## src/rtl/alu_pkg.sv

```systemverilog
// Shared definitions for the ALU and the two-requester ALU arbiter:
// opcode encodings, flag bit positions and the arbiter state type.
package alu_pkg;

   localparam logic [2:0] OP_ADD = 3'b000;
   localparam logic [2:0] OP_SUB = 3'b001;
   localparam logic [2:0] OP_AND = 3'b010;
   localparam logic [2:0] OP_OR  = 3'b011;

   localparam int FLAG_V = 0;
   localparam int FLAG_C = 1;
   localparam int FLAG_Z = 2;
   localparam int FLAG_N = 3;

   typedef enum logic [1:0] {
      IDLE,
      EXEC,
      RESP
   } arb_state_t;

endpackage

```

## src/rtl/alu.sv

```systemverilog
// Combinational N-bit ALU: ADD/SUB/AND/OR with NZCV flags.
// Any opcode with op[2] set is illegal and yields zero result/flags with err.
module alu
   import alu_pkg::*;
#(
   parameter int N = 4
) (
   input  logic [N-1:0] a_i,
   input  logic [N-1:0] b_i,
   input  logic [2:0]   op_i,
   output logic [N-1:0] result_o,
   output logic [3:0]   flags_o,
   output logic         err_o
);

   logic [N-1:0] bSel;
   logic         carryIn;
   logic [N:0]   sumExt;
   logic         carry;
   logic         overflow;

   // SUB is a + ~b + 1, so the carry-out reads as "no borrow"
   assign bSel    = (op_i == OP_SUB) ? ~b_i : b_i;
   assign carryIn = (op_i == OP_SUB);
   assign sumExt  = {1'b0, a_i} + {1'b0, bSel} + {{N{1'b0}}, carryIn};

   always_comb begin
      result_o = '0;
      flags_o  = '0;
      err_o    = 1'b0;
      carry    = 1'b0;
      overflow = 1'b0;
      case (op_i)
         OP_ADD, OP_SUB: begin
            result_o = sumExt[N-1:0];
            carry    = sumExt[N];
            overflow = (a_i[N-1] == bSel[N-1]) && (sumExt[N-1] != a_i[N-1]);
         end
         OP_AND: result_o = a_i & b_i;
         OP_OR:  result_o = a_i | b_i;
         default: err_o = 1'b1;
      endcase
      if (!err_o) begin
         flags_o[FLAG_N] = result_o[N-1];
         flags_o[FLAG_Z] = (result_o == '0);
         flags_o[FLAG_C] = carry;
         flags_o[FLAG_V] = overflow;
      end
   end

endmodule

```

## src/rtl/alu_arbiter.sv

```systemverilog
// Round-robin arbiter sharing one ALU between two valid/ready requesters;
// each accepted operation returns one tagged response after two cycles.
module alu_arbiter
   import alu_pkg::*;
#(
   parameter int N = 4
) (
   input  logic         clk_i,
   input  logic         rst_i,
   input  logic         req0_valid_i,
   output logic         req0_ready_o,
   input  logic [N-1:0] req0_a_i,
   input  logic [N-1:0] req0_b_i,
   input  logic [2:0]   req0_op_i,
   input  logic         req1_valid_i,
   output logic         req1_ready_o,
   input  logic [N-1:0] req1_a_i,
   input  logic [N-1:0] req1_b_i,
   input  logic [2:0]   req1_op_i,
   output logic         rsp_valid_o,
   input  logic         rsp_ready_i,
   output logic         rsp_id_o,
   output logic [N-1:0] rsp_result_o,
   output logic [3:0]   rsp_flags_o,
   output logic         rsp_err_o
);

   arb_state_t   state_q, state_d;
   logic         lastGrant_q, lastGrant_d;
   logic [N-1:0] opA_q, opA_d;
   logic [N-1:0] opB_q, opB_d;
   logic [2:0]   op_q, op_d;
   logic         id_q, id_d;
   logic         rspValid_q, rspValid_d;
   logic         rspId_q, rspId_d;
   logic [N-1:0] rspResult_q, rspResult_d;
   logic [3:0]   rspFlags_q, rspFlags_d;
   logic         rspErr_q, rspErr_d;

   logic         grant;
   logic         accept;
   logic [N-1:0] aluResult;
   logic [3:0]   aluFlags;
   logic         aluErr;

   alu #(.N(N)) uAlu (
      .a_i      (opA_q),
      .b_i      (opB_q),
      .op_i     (op_q),
      .result_o (aluResult),
      .flags_o  (aluFlags),
      .err_o    (aluErr)
   );

   // A lone requester always wins; on a tie the one not served last wins
   always_comb begin
      if (req0_valid_i && req1_valid_i) grant = ~lastGrant_q;
      else                              grant = req1_valid_i;
   end

   // Ready is suppressed while reset is held so nothing is accepted then
   assign req0_ready_o = (state_q == IDLE) && !rst_i && !grant && req0_valid_i;
   assign req1_ready_o = (state_q == IDLE) && !rst_i &&  grant && req1_valid_i;
   assign accept       = req0_ready_o || req1_ready_o;

   always_comb begin
      state_d     = state_q;
      lastGrant_d = lastGrant_q;
      opA_d       = opA_q;
      opB_d       = opB_q;
      op_d        = op_q;
      id_d        = id_q;
      rspValid_d  = rspValid_q;
      rspId_d     = rspId_q;
      rspResult_d = rspResult_q;
      rspFlags_d  = rspFlags_q;
      rspErr_d    = rspErr_q;
      case (state_q)
         IDLE: begin
            if (accept) begin
               opA_d       = grant ? req1_a_i  : req0_a_i;
               opB_d       = grant ? req1_b_i  : req0_b_i;
               op_d        = grant ? req1_op_i : req0_op_i;
               id_d        = grant;
               lastGrant_d = grant;
               state_d     = EXEC;
            end
         end
         EXEC: begin
            rspValid_d  = 1'b1;
            rspId_d     = id_q;
            rspResult_d = aluResult;
            rspFlags_d  = aluFlags;
            rspErr_d    = aluErr;
            state_d     = RESP;
         end
         RESP: begin
            if (rsp_ready_i) begin
               rspValid_d = 1'b0;
               state_d    = IDLE;
            end
         end
         default: state_d = IDLE;
      endcase
   end

   always_ff @(posedge clk_i) begin
      if (rst_i) begin
         state_q     <= IDLE;
         lastGrant_q <= 1'b1;
         opA_q       <= '0;
         opB_q       <= '0;
         op_q        <= '0;
         id_q        <= 1'b0;
         rspValid_q  <= 1'b0;
         rspId_q     <= 1'b0;
         rspResult_q <= '0;
         rspFlags_q  <= '0;
         rspErr_q    <= 1'b0;
      end else begin
         state_q     <= state_d;
         lastGrant_q <= lastGrant_d;
         opA_q       <= opA_d;
         opB_q       <= opB_d;
         op_q        <= op_d;
         id_q        <= id_d;
         rspValid_q  <= rspValid_d;
         rspId_q     <= rspId_d;
         rspResult_q <= rspResult_d;
         rspFlags_q  <= rspFlags_d;
         rspErr_q    <= rspErr_d;
      end
   end

   assign rsp_valid_o  = rspValid_q;
   assign rsp_id_o     = rspId_q;
   assign rsp_result_o = rspResult_q;
   assign rsp_flags_o  = rspFlags_q;
   assign rsp_err_o    = rspErr_q;

endmodule

```

## config.mk

```make
export PLATFORM = sky130hd
export DESIGN_NAME = alu_arbiter
export DESIGN_NICKNAME = d
export VERILOG_FILES = /design/src/rtl/alu_pkg.sv /design/src/rtl/alu.sv /design/src/rtl/alu_arbiter.sv
export SDC_FILE = /design/constraint.sdc
export NUM_CORES = 1
export LEC_CHECK = 0
export ABC_AREA = 1
export CAP_MARGIN = 20
export CORE_UTILIZATION = 40
export DETAILED_ROUTE_END_ITERATION = 7
export PLACE_DENSITY = 0.66
export SYNTH_ARGS = -nofsm -noshare
export SYNTH_HDL_FRONTEND = slang
export SYNTH_HIERARCHICAL = 1
export SYNTH_SLANG_ARGS = --single-unit
```

## constraint.sdc

```tcl
create_clock -name clk_i -period 2.9 [get_ports clk_i]
set_input_delay 0.58 -clock clk_i [delete_from_list [all_inputs] [get_ports clk_i]]
set_output_delay 0.58 -clock clk_i [all_outputs]
set_load 0.02 [all_outputs]
```

# == After elaboration in Yosys (flattened, before gate mapping) ==
# Cells that the tools add are included.
# totals
reg_bits,26
latchBits,0
ramBits,0
mem_bits_ro,0
input_bits,27
out_inout_bits,13
elab_cells,60
n_memories,0
# op_classes
add_sub_neg,2
multipliers,0
div_mod_pow,0
n_lt_le_gt_ge,0
eq_ne,9
shift,0
mux,15
bitwise_logic,4
reduce_logical,19
# op_table
cell,count
4-bit two-way mux,4
4-bit case mux with 3 select lines,1
1-bit logical AND,7
"3-bit by 2-bit == test with 1-bit output, second input constant",2
2-bit case mux with 3 select lines,1
2-bit AND reduction,3
4-bit by 4-bit adder with 5-bit output,1
5-bit by 1-bit adder with 5-bit output,1
1-bit two-way mux,5
4-bit AND,1
4-bit logical NOT,1
2-bit two-way mux,2
"2-bit inequality test, second input constant",2
4-bit inverter,1
4-bit bitwise OR,1
4-bit OR reduction,1
"3-bit by 1-bit == test with 1-bit output, second input constant",1
3-bit logical NOT,1
3-bit two-way mux,1
"2-bit by 1-bit == test with 1-bit output, second input constant",1
"2-bit == test, second input constant",1
1-bit logical NOT,2
2-bit logical NOT,1
1-bit case mux with 2 select lines,1
6 further kinds,6

# == Logic depth before layout (Yosys ltp) ==
# Gate-level depths: netlist (run 1).
# depth
word_depth,8
mapped_depth,14
mapped_depth_nobuf,14

# == By module ==
# Netlist (run 1), hierarchy kept.
# by_module_without_submodules
module,n_inst,cells_per_inst,area_each_um2,seq_area_each_um2
alu_arbiter,1,202,1340.0,520.5
alu,1,72,439.2,0.0

# == Worst setup path after synthesis (run 1) ==
# No wires, ideal clock.
# synth_timing
path_type,register -> register
from,register op_q[1]
to,"register rspFlags_q[2], in the netlist rsp_flags_o[2]"
setup_time_ps,116
arrival_time_ps,1812
required_time_ps,2784
slack_ps,972
stages_incl_launch_ff,12
n_path_buf,0
synth_period_minus_slack_ps,1928
cell_sequence,dfxtp_1 > nor2_4 > nand2_4 > xor2_1 > fa_1 > or2_1 > nand3_2 > nor2_1 > nand2_1 > nor2_2 > nor2_1 > nor2_1
# synth_between
elab_chain_len,7
word_cells_on_any_way,12
cone_classes,add/sub (2); eq/ne (3); mux (3); reduce/logical (4)
# synth_rtl
item,line_no,text
"start, declared",alu_arbiter.sv:32,"logic [2:0] op_q, op_d;"
"start signal, assigned",alu_arbiter.sv:125,op_q <= op_d;
3-bit by 1-bit == test with 1-bit output,"alu.sv:23, alu.sv:24, alu.sv:33",
4-bit two-way mux,alu.sv:23,assign bSel = (op_i == OP_SUB) ? ~b_i : b_i;
4-bit by 4-bit adder with 5-bit output,alu.sv:25,"assign sumExt = {1'b0, a_i} + {1'b0, bSel} + {{N{1'b0}}, carryIn};"
5-bit by 1-bit adder with 5-bit output,alu.sv:25,
4-bit case mux with 3 select lines *,alu.sv:33,case (op_i)
via aluResult[1],alu_arbiter.sv:42,logic [N-1:0] aluResult;
4-bit logical NOT *,alu.sv:45,flags_o[FLAG_Z] = (result_o == '0);
4-bit two-way mux *,alu.sv:43,if (!err_o) begin
via aluFlags[2],alu_arbiter.sv:43,logic [3:0] aluFlags;
"end signal, assigned",alu_arbiter.sv:130,rspFlags_q <= rspFlags_d;
"end, declared",alu_arbiter.sv:37,"logic [3:0] rspFlags_q, rspFlags_d;"
# Mark *: on every way through the listed nets, which the timed path passes. The rest lies on a longest branch.
# A chain may end at the register's enable or synchronous reset.

# == Worst setup path in the final report (run 1) ==
# layout_timing
from,input port req0_valid_i
to,output port req0_ready_o
# layout_between
elab_chain_len,5
# layout_rtl
item,line_no,text
"start, declared",alu_arbiter.sv:10,"input logic req0_valid_i,"
1-bit logical AND,alu_arbiter.sv:57,if (req0_valid_i && req1_valid_i) grant = ~lastGrant_q;
1-bit two-way mux,alu_arbiter.sv:57,
1-bit logical NOT,alu_arbiter.sv:62,assign req0_ready_o = (state_q == IDLE) && !rst_i && !grant && req0_valid_i;
1-bit logical AND,alu_arbiter.sv:62,
1-bit logical AND *,alu_arbiter.sv:62,
"end, declared",alu_arbiter.sv:11,"output logic req0_ready_o,"
# Every way passes the cells marked *; elsewhere a longest branch is shown, timed or not.

==> impl_metrics.prom, run 1 <==
# TYPE chip_impl_metric gauge
chip_impl_metric{name="setup_violators_final",unit=""} 0
chip_impl_metric{name="post_synth_inst_count",unit=""} 274
chip_impl_info{name="hp-start",value="id_q$_SDFFE_PP0P_"} 1
chip_impl_metric{name="worst-r2r-setup-slack",unit="ns"} 0.74
chip_impl_metric{name="syn_nets",unit=""} 307
chip_impl_info{name="cp-start-kind",value="input port"} 1
chip_impl_info{name="path_cells",value="clkdlybuf4s50_1, nand2_2, nand2_4, inv_2, nor2_1, clkdlybuf4s50_1"} 1
chip_impl_metric{name="grt.total_usage",unit="%"} 16.6
chip_impl_info{name="r2r_start",value="op_q[2]$_SDFFE_PP0P_"} 1
chip_impl_info{name="grt.busiest_layer",value="met2"} 1
chip_impl_metric{name="cts_sinks",unit=""} 26
chip_impl_info{name="class_of_the_most_critical_hold_timing_path",value="reg2reg"} 1
chip_impl_metric{name="post_cts_hold_buffers",unit=""} 0
chip_impl_metric{name="flow.area_growth_from_synthesis",unit="%"} 26.1
chip_impl_metric{name="cts_inserted_buffers",unit=""} 3
chip_impl_metric{name="ys_ff_latch",unit=""} 26
chip_impl_info{name="type_of_destination_of_the_critical_path",value="primary output"} 1
chip_impl_metric{name="final.period_utilization",unit="%"} 92.8
chip_impl_metric{name="total_core_area",unit="um^2"} 4140
chip_impl_metric{name="drc",unit=""} 0
chip_impl_metric{name="drt_pass1_iterations",unit=""} 4
chip_impl_metric{name="use_met2",unit="%"} 30.1
chip_impl_metric{name="antenna_cells_inserted",unit=""} 0
chip_impl_info{name="grt_setup_unrepaired",value="false"} 1
chip_impl_metric{name="async_set_or_reset_register_ratio_after_synthesis",unit="%"} 0
chip_impl_metric{name="timing.reg2reg.worst_path_depth",unit=""} 11
chip_impl_metric{name="h-tree-depth",unit=""} 1
chip_impl_metric{name="worst_hold_slack",unit="ns"} 0.486
chip_impl_metric{name="drt.antenna.violating_nets",unit=""} 0
chip_impl_metric{name="hold_viol",unit=""} 0
chip_impl_metric{name="initial_standard_cell_utilization_of_the_core",unit="%"} 42.9
chip_impl_metric{name="placed_cell_area",unit="um^2"} 2170
chip_impl_metric{name="critPathArrivalTime",unit="ns"} 2.11
chip_impl_metric{name="first_global_vias",unit=""} 1444
chip_impl_metric{name="die-height",unit="um"} 68.7
chip_impl_metric{name="worst-endpoint-required",unit="ns"} 2.32
chip_impl_metric{name="fill_cells",unit=""} 452
chip_impl_metric{name="ys_seq_area_share",unit="%"} 29.3
chip_impl_info{name="path_common_cell",value="clkdlybuf4s50_1"} 1
chip_impl_metric{name="final-instance-count-excl-fill",unit=""} 361
chip_impl_metric{name="p_leak",unit="nW"} 1.21
chip_impl_metric{name="drv.max_cap_violation_count",unit=""} 0
chip_impl_metric{name="critical-path-max-stage-delay",unit="ns"} 0.60
chip_impl_metric{name="fin_ws",unit="ns"} 0.209
chip_impl_metric{name="largest_net_degree_at_the_start_of_global_routing",unit=""} 26
chip_impl_metric{name="fin_util",unit="%"} 54.1
chip_impl_metric{name="numPlacedInstances",unit=""} 357
chip_impl_info{name="timing.rr.end",value="rsp_flags_o[2]$_SDFFE_PP0P_"} 1
chip_impl_metric{name="post_synthesis_mean_instance_area",unit="um^2"} 6.49
chip_impl_metric{name="detailedRoute.firstIterationViolations",unit=""} 54
chip_impl_metric{name="dr_total_vias",unit=""} 1633
chip_impl_metric{name="finalPower",unit="mW"} 1.12
chip_impl_metric{name="wl_per_cell",unit="um"} 9.73
chip_impl_info{name="critical_path.slowest_cell",value="clkdlybuf4s50_1"} 1
chip_impl_metric{name="cts-resized-gates",unit=""} 0
chip_impl_metric{name="die_area",unit="um^2"} 4720
chip_impl_info{name="timing.hold.worst_endpoint",value="id_q$_SDFFE_PP0P_"} 1
chip_impl_metric{name="grt_first_pass_wirelength",unit="um"} 5940
chip_impl_metric{name="use_met1",unit="%"} 19.3
chip_impl_metric{name="cts.clk_slew.worst_paths",unit="ns"} 0.09
chip_impl_metric{name="nets",unit=""} 345
chip_impl_info{name="clockRootBuffer",value="clkbuf_8"} 1
chip_impl_metric{name="clock.fmax",unit="MHz"} 372
chip_impl_metric{name="row_count",unit=""} 23
chip_impl_metric{name="antenna_found_initial",unit=""} 0
chip_impl_metric{name="synthesis.area",unit="um^2"} 1780
chip_impl_metric{name="grt.met3_usage",unit="%"} 1.81
chip_impl_metric{name="finalWorstPathRequiredPeriod",unit="ns"} 2.69
chip_impl_metric{name="timing.slew.headroom",unit="%"} 56.1
chip_impl_metric{name="ys_warn_count",unit=""} 6
chip_impl_metric{name="post_synth_edffs",unit=""} 0
chip_impl_metric{name="total_routed_length",unit="um"} 3510
chip_impl_metric{name="crit_buf_inv",unit=""} 3
chip_impl_metric{name="skew_final",unit="ns"} 0.00389
chip_impl_metric{name="num_io_pins",unit=""} 40
chip_impl_metric{name="die_width",unit="um"} 68.7
chip_impl_metric{name="io_buffers",unit=""} 39
chip_impl_metric{name="clk_path_buf_depth",unit=""} 2
chip_impl_metric{name="clkLatencyLatePin",unit="ns"} 0.27
chip_impl_metric{name="power_density",unit="nW/um^2"} 498
chip_impl_info{name="path_delay_family",value="buffers and inverters"} 1
chip_impl_metric{name="timing.final.max_slew_violations",unit=""} 0
chip_impl_info{name="clock_tree_from_tritoncts",value="built"} 1
chip_impl_metric{name="tightestPinTransition",unit="ns"} 0.656
chip_impl_info{name="dominantRegCellSynth",value="dfxtp_1"} 1
chip_impl_metric{name="vdd_ir_drop_max",unit="mV"} 0.203
chip_impl_metric{name="worstHoldPathCells",unit=""} 2
chip_impl_metric{name="detailed_place_hpwl",unit="um"} 2740
chip_impl_metric{name="final_weighted_congestion_of_routability_driven_global_placement",unit=""} 0.881
chip_impl_metric{name="vias_per_cell",unit=""} 4.52
chip_impl_metric{name="place_ws",unit="ns"} 0.192
chip_impl_metric{name="critPathMaxFanout",unit=""} 13
chip_impl_metric{name="grt-ovfl-total",unit=""} 0
chip_impl_info{name="outcome",value="completed"} 1
chip_impl_info{name="critPathKind",value="in2out"} 1
chip_impl_metric{name="setup_tns",unit="ns"} 0
chip_impl_metric{name="post_synth_num_cell_types",unit=""} 30
chip_impl_metric{name="cts_setup_buffers",unit=""} 0
chip_impl_metric{name="design_area",unit="um^2"} 2240
chip_impl_metric{name="drive_gt1_share",unit="%"} 13.2
cells by family after synthesis:
| logic type | after synthesis | share of synthesized area [%] |
|---|---|---|
| DFF | 26 | 29.3 |
| xor gates and xnor gates | 3 | 1.48 |
| and+or+nand+nor | 155 | 41.9 |
| adders and majority gates | 6 | 4.64 |
| buffers and inverters | 64 | 16.7 |
| AOI/OAI and AO/OA | 20 | 6.05 |
worst reg2reg max path: stages (launching register included):
cell and delay (ns):
dfxtp_1 0.48, nor2_4 0.09, nand2_4 0.11, xor2_1 0.26, fa_1 0.45, or2_1 0.25
nand3_2 0.09, nor2_1 0.04, nand2_1 0.09, nor2_2 0.04, nor2_1 0.11, nor2_1 0.06
cell usage in the layout (no fill, tap or decap):
master,synthesis,final
nand2_2,2,2
inv_2,6,6
or2_2,2,2
nand3b_1,1,1
a31oi_1,1,1
nand2_4,4,4
fa_1,1,1
inv_1,47,47
nand3_4,1,1
nor2_1,34,34
nand3_1,30,30
ha_1,5,5
clkdlybuf4s50_1,0,39
nand3_2,5,5
nor2_4,1,1
o21ai_0,13,13
nand4_1,1,1
dfxtp_1,26,26
nor2_2,10,10
a21oi_1,4,4
nand2_1,63,63
clkbuf_8,2,3
xor2_1,1,1
or2_1,1,1
a21boi_1,1,1
bufinv_16,0,1
a21oi_2,1,1
buf_4,0,5
xnor2_1,2,2
cell usage after synthesis, types with 2 or more instances:
cell type,n,area [um^2]
or2_2,2,12.5
nand2_2,2,12.5
xnor2_1,2,17.5
dfxtp_1,26,521
a21oi_1,4,20.0
buf_6,2,22.5
inv_1,47,176
nor2_2,10,62.6
clkbuf_1,2,7.51
nand2_1,63,236
inv_2,6,22.5
nand3_1,30,150
buf_2,4,20.0
clkbuf_8,2,27.5
ha_1,5,62.6
nand3_2,5,50.1
nor2_1,34,128
o21ai_0,13,65.1
nand2_4,4,45.0
sequential cells by signal, summed over array words and instances, names as in the netlist:
signal / count
op_q: 3
opB_q: 4
rsp_flags_o: 4
rsp_err_o: 1
state_q: 2
opA_q: 4
rsp_result_o: 4
lastGrant_q: 1
rsp_valid_o: 1
id_q: 1
rsp_id_o: 1
report_power, final:
| group | internal, mW | leakage [nW] | total (mW) | switching [mW] |
|---|---|---|---|---|
| logic | 0.174 | 0.959 | 0.388 | 0.214 |
| registers | 0.394 | 0.214 | 0.426 | 0.0320 |
| clock network | 0.185 | 0.0357 | 0.302 | 0.117 |
final cells by class:
type	instances	area, um^2	area share [%]
well taps	50	62.6	2.79
flip-flops and latches	26	520	23.2
multi-input cells	184	962	42.9
clock buffers	3	41.3	1.84
repair buffers	44	428	19.1
clock inverters	1	30.0	1.34
inverters	53	199	8.87
how the worst max path moves through the flow:
stage	startpoint	to	slack, ns	depth (start not counted)
2_1_floorplan	op_q[1]$_SDFFE_PP0P_	rsp_flags_o[2]$_SDFFE_PP0P_	0.97	11
3_3_place_gp	req0_valid_i	req0_ready_o	0.19	6
3_5_place_dp	req0_valid_i	req0_ready_o	0.19	6
4_1_cts	req0_valid_i	req0_ready_o	0.19	6
5_1_grt	req0_valid_i	req0_ready_o	0.12	6
6_report	req0_valid_i	req0_ready_o	0.21	6
metal layers:
layer	vias up	part of all wire, %
met5	-	0
met3	5	4.2
met2	42	46
met4	0	1.6
met1	683	48
li1	903	-
Note: power is estimated with default switching activity, not from simulation.
==> run 2, diff against run 1 <==
CORE_ASPECT_RATIO = 0.8   (was unset)
CORE_UTILIZATION = 45   (was 40)
PLACE_DENSITY = 0.75   (was 0.66)
clock period = 2.3 ns   (was 2.9 ns; I/O delays follow)
==> impl_metrics.prom, run 2 (synthesis results as in run 1) <==
# TYPE chip_impl_metric gauge
chip_impl_info{name="outcome",value="completed"} 1
chip_impl_metric{name="p_leak",unit="nW"} 1.24
chip_impl_metric{name="grt-ovfl-total",unit=""} 0
chip_impl_metric{name="tightestPinTransition",unit="ns"} 0.320
chip_impl_metric{name="first_global_vias",unit=""} 1556
chip_impl_metric{name="nets",unit=""} 349
chip_impl_metric{name="largest_net_degree_at_the_start_of_global_routing",unit=""} 26
chip_impl_metric{name="finalWorstPathRequiredPeriod",unit="ns"} 2.16
chip_impl_metric{name="critPathMaxFanout",unit=""} 4
chip_impl_metric{name="clock.fmax",unit="MHz"} 463
chip_impl_metric{name="critPathArrivalTime",unit="ns"} 2.33
chip_impl_metric{name="clkLatencyLatePin",unit="ns"} 0.27
chip_impl_metric{name="wl_per_cell",unit="um"} 9.96
chip_impl_metric{name="power_density",unit="nW/um^2"} 624
chip_impl_metric{name="h-tree-depth",unit=""} 1
chip_impl_info{name="clock_tree_from_tritoncts",value="built"} 1
chip_impl_metric{name="row_count",unit=""} 20
chip_impl_metric{name="vias_per_cell",unit=""} 4.45
chip_impl_metric{name="cts_inserted_buffers",unit=""} 3
chip_impl_metric{name="total_routed_length",unit="um"} 3690
chip_impl_metric{name="setup_violators_final",unit=""} 0
chip_impl_metric{name="fin_util",unit="%"} 59.9
chip_impl_metric{name="skew_final",unit="ns"} 0.00421
chip_impl_metric{name="num_io_pins",unit=""} 40
chip_impl_metric{name="fill_cells",unit=""} 410
chip_impl_info{name="layout.cells.most_common_list",value="63 x nand2_1, 47 x inv_1, 37 x clkdlybuf4s50_1"} 1
chip_impl_info{name="type_of_destination_of_the_critical_path",value="flip-flop"} 1
chip_impl_info{name="grt_setup_unrepaired",value="false"} 1
chip_impl_metric{name="drv.max_cap_violation_count",unit=""} 0
chip_impl_metric{name="flow.area_growth_from_synthesis",unit="%"} 28.1
chip_impl_metric{name="io_buffers",unit=""} 39
chip_impl_info{name="critPathKind",value="reg2reg"} 1
chip_impl_metric{name="final_weighted_congestion_of_routability_driven_global_placement",unit=""} 0.849
chip_impl_metric{name="clk_path_buf_depth",unit=""} 2
chip_impl_metric{name="worst-endpoint-required",unit="ns"} 2.47
chip_impl_metric{name="worst_hold_slack",unit="ns"} 0.472
chip_impl_metric{name="antenna_found_initial",unit=""} 0
chip_impl_metric{name="vdd_ir_drop_max",unit="mV"} 0.287
chip_impl_metric{name="drt.antenna.violating_nets",unit=""} 0
chip_impl_metric{name="cts.clk_slew.worst_paths",unit="ns"} 0.09
chip_impl_metric{name="fin_ws",unit="ns"} 0.142
chip_impl_metric{name="place_ws",unit="ns"} -0.0106
chip_impl_info{name="final_common_cell",value="nand2_1"} 1
chip_impl_info{name="clockRootBuffer",value="clkbuf_8"} 1
chip_impl_metric{name="die-height",unit="um"} 58.2
chip_impl_metric{name="die_area",unit="um^2"} 4210
chip_impl_metric{name="drc",unit=""} 0
chip_impl_metric{name="grt_first_pass_wirelength",unit="um"} 6570
chip_impl_metric{name="dr_total_vias",unit=""} 1647
chip_impl_metric{name="initial_standard_cell_utilization_of_the_core",unit="%"} 46.8
chip_impl_metric{name="timing.final.max_slew_violations",unit=""} 0
chip_impl_metric{name="setup_tns",unit="ns"} 0
chip_impl_metric{name="detailedRoute.firstIterationViolations",unit=""} 79
chip_impl_metric{name="drive_gt1_share",unit="%"} 14.6
chip_impl_info{name="cp-start-kind",value="flip-flop"} 1
chip_impl_metric{name="detailed_place_hpwl",unit="um"} 2900
chip_impl_metric{name="cts_sinks",unit=""} 26
chip_impl_metric{name="drt_pass1_iterations",unit=""} 4
chip_impl_metric{name="die_width",unit="um"} 72.3
chip_impl_metric{name="final.period_utilization",unit="%"} 93.8
chip_impl_metric{name="hold_viol",unit=""} 0
chip_impl_metric{name="timing.slew.headroom",unit="%"} 78.6
chip_impl_metric{name="grt.total_usage",unit="%"} 19.9
chip_impl_metric{name="antenna_cells_inserted",unit=""} 0
chip_impl_metric{name="total_core_area",unit="um^2"} 3800
chip_impl_info{name="class_of_the_most_critical_hold_timing_path",value="reg2reg"} 1
[run 2: cell types whose count changed in the layout (fill, tap and decap cells not counted), sizes merged]
cell,before,now
dlygate4sd2,0,2
buf,5,9
clkdlybuf4s50,39,37
[run 2: layer usage]
layer	part of all wire (%)	track usage (%)	wire length [um]	vias to the layer above
li1	-	-	-	912
met1	48	24.6	1770	703
met2	47	35.6	1750	30
met3	3.8	3.13	140	2
met4	0.81	5.88	30	0
met5	0	0	0	-
[run 2: area by class of cell]
cell class / count / area (um^2) / share of cell area [%]
multi-input combinational: 184 / 962 / 42.2
sequential: 26 / 522 / 22.9
timing repair buffer: 48 / 455 / 20.0
inverter: 53 / 199 / 8.73
tap: 55 / 68.8 / 3.02
clock buffer: 3 / 41.3 / 1.81
clock inverter: 1 / 30.0 / 1.32
[run 2: per-stage QoR]
step                cell area [um^2]  std cells  power (mW)
global placement                2210        366        1.04
global route                    2280        370        1.52
finish                          2280        370        1.42
detailed placement              2210        366        1.05
floorplan                       1780        274       0.900
CTS                             2280        370        1.43
[run 2: report_power, final]
part / leakage (nW) / switching, mW / internal [mW] / total [mW]
registers: 0.215 / 0.0414 / 0.498 / 0.539
clock network: 0.0357 / 0.144 / 0.233 / 0.377
logic: 0.987 / 0.279 / 0.227 / 0.506
[run 2: path summary, 6_finish.rpt]
path | startpoint | slack [ns] | cells past startpoint | to
setup / recovery | op_q[1]$_SDFFE_PP0P_ | 0.14 | 11 | rsp_flags_o[2]$_SDFFE_PP0P_
hold reg to reg | id_q$_SDFFE_PP0P_ | 0.47 | 2 | id_q$_SDFFE_PP0P_
hold / removal | id_q$_SDFFE_PP0P_ | 0.47 | 2 | id_q$_SDFFE_PP0P_
setup reg to reg | op_q[1]$_SDFFE_PP0P_ | 0.14 | 11 | rsp_flags_o[2]$_SDFFE_PP0P_
[run 2: repair_timing]
item | CTS | global route
buffers inserted | 0 | 0
gates resized for setup | 2 | 1
hold buffers | 0 | 0
setup endpoints to repair | 2 | 1
pin swaps | 0 | 0
endpoints found under the hold margin | 0 | 0
cloned | 0 | 0
[run 2: critical path, stage by stage (launching register included)]
cell and delay [ns]:
dfxtp_1 0.37, nor2_4 0.19, nand2_4 0.10, xor2_1 0.27, fa_1 0.47, or2_1 0.27
nand3_2 0.09, nor2_1 0.04, nand2_1 0.08, nor2_2 0.04, nor2_1 0.09, nor2_1 0.05
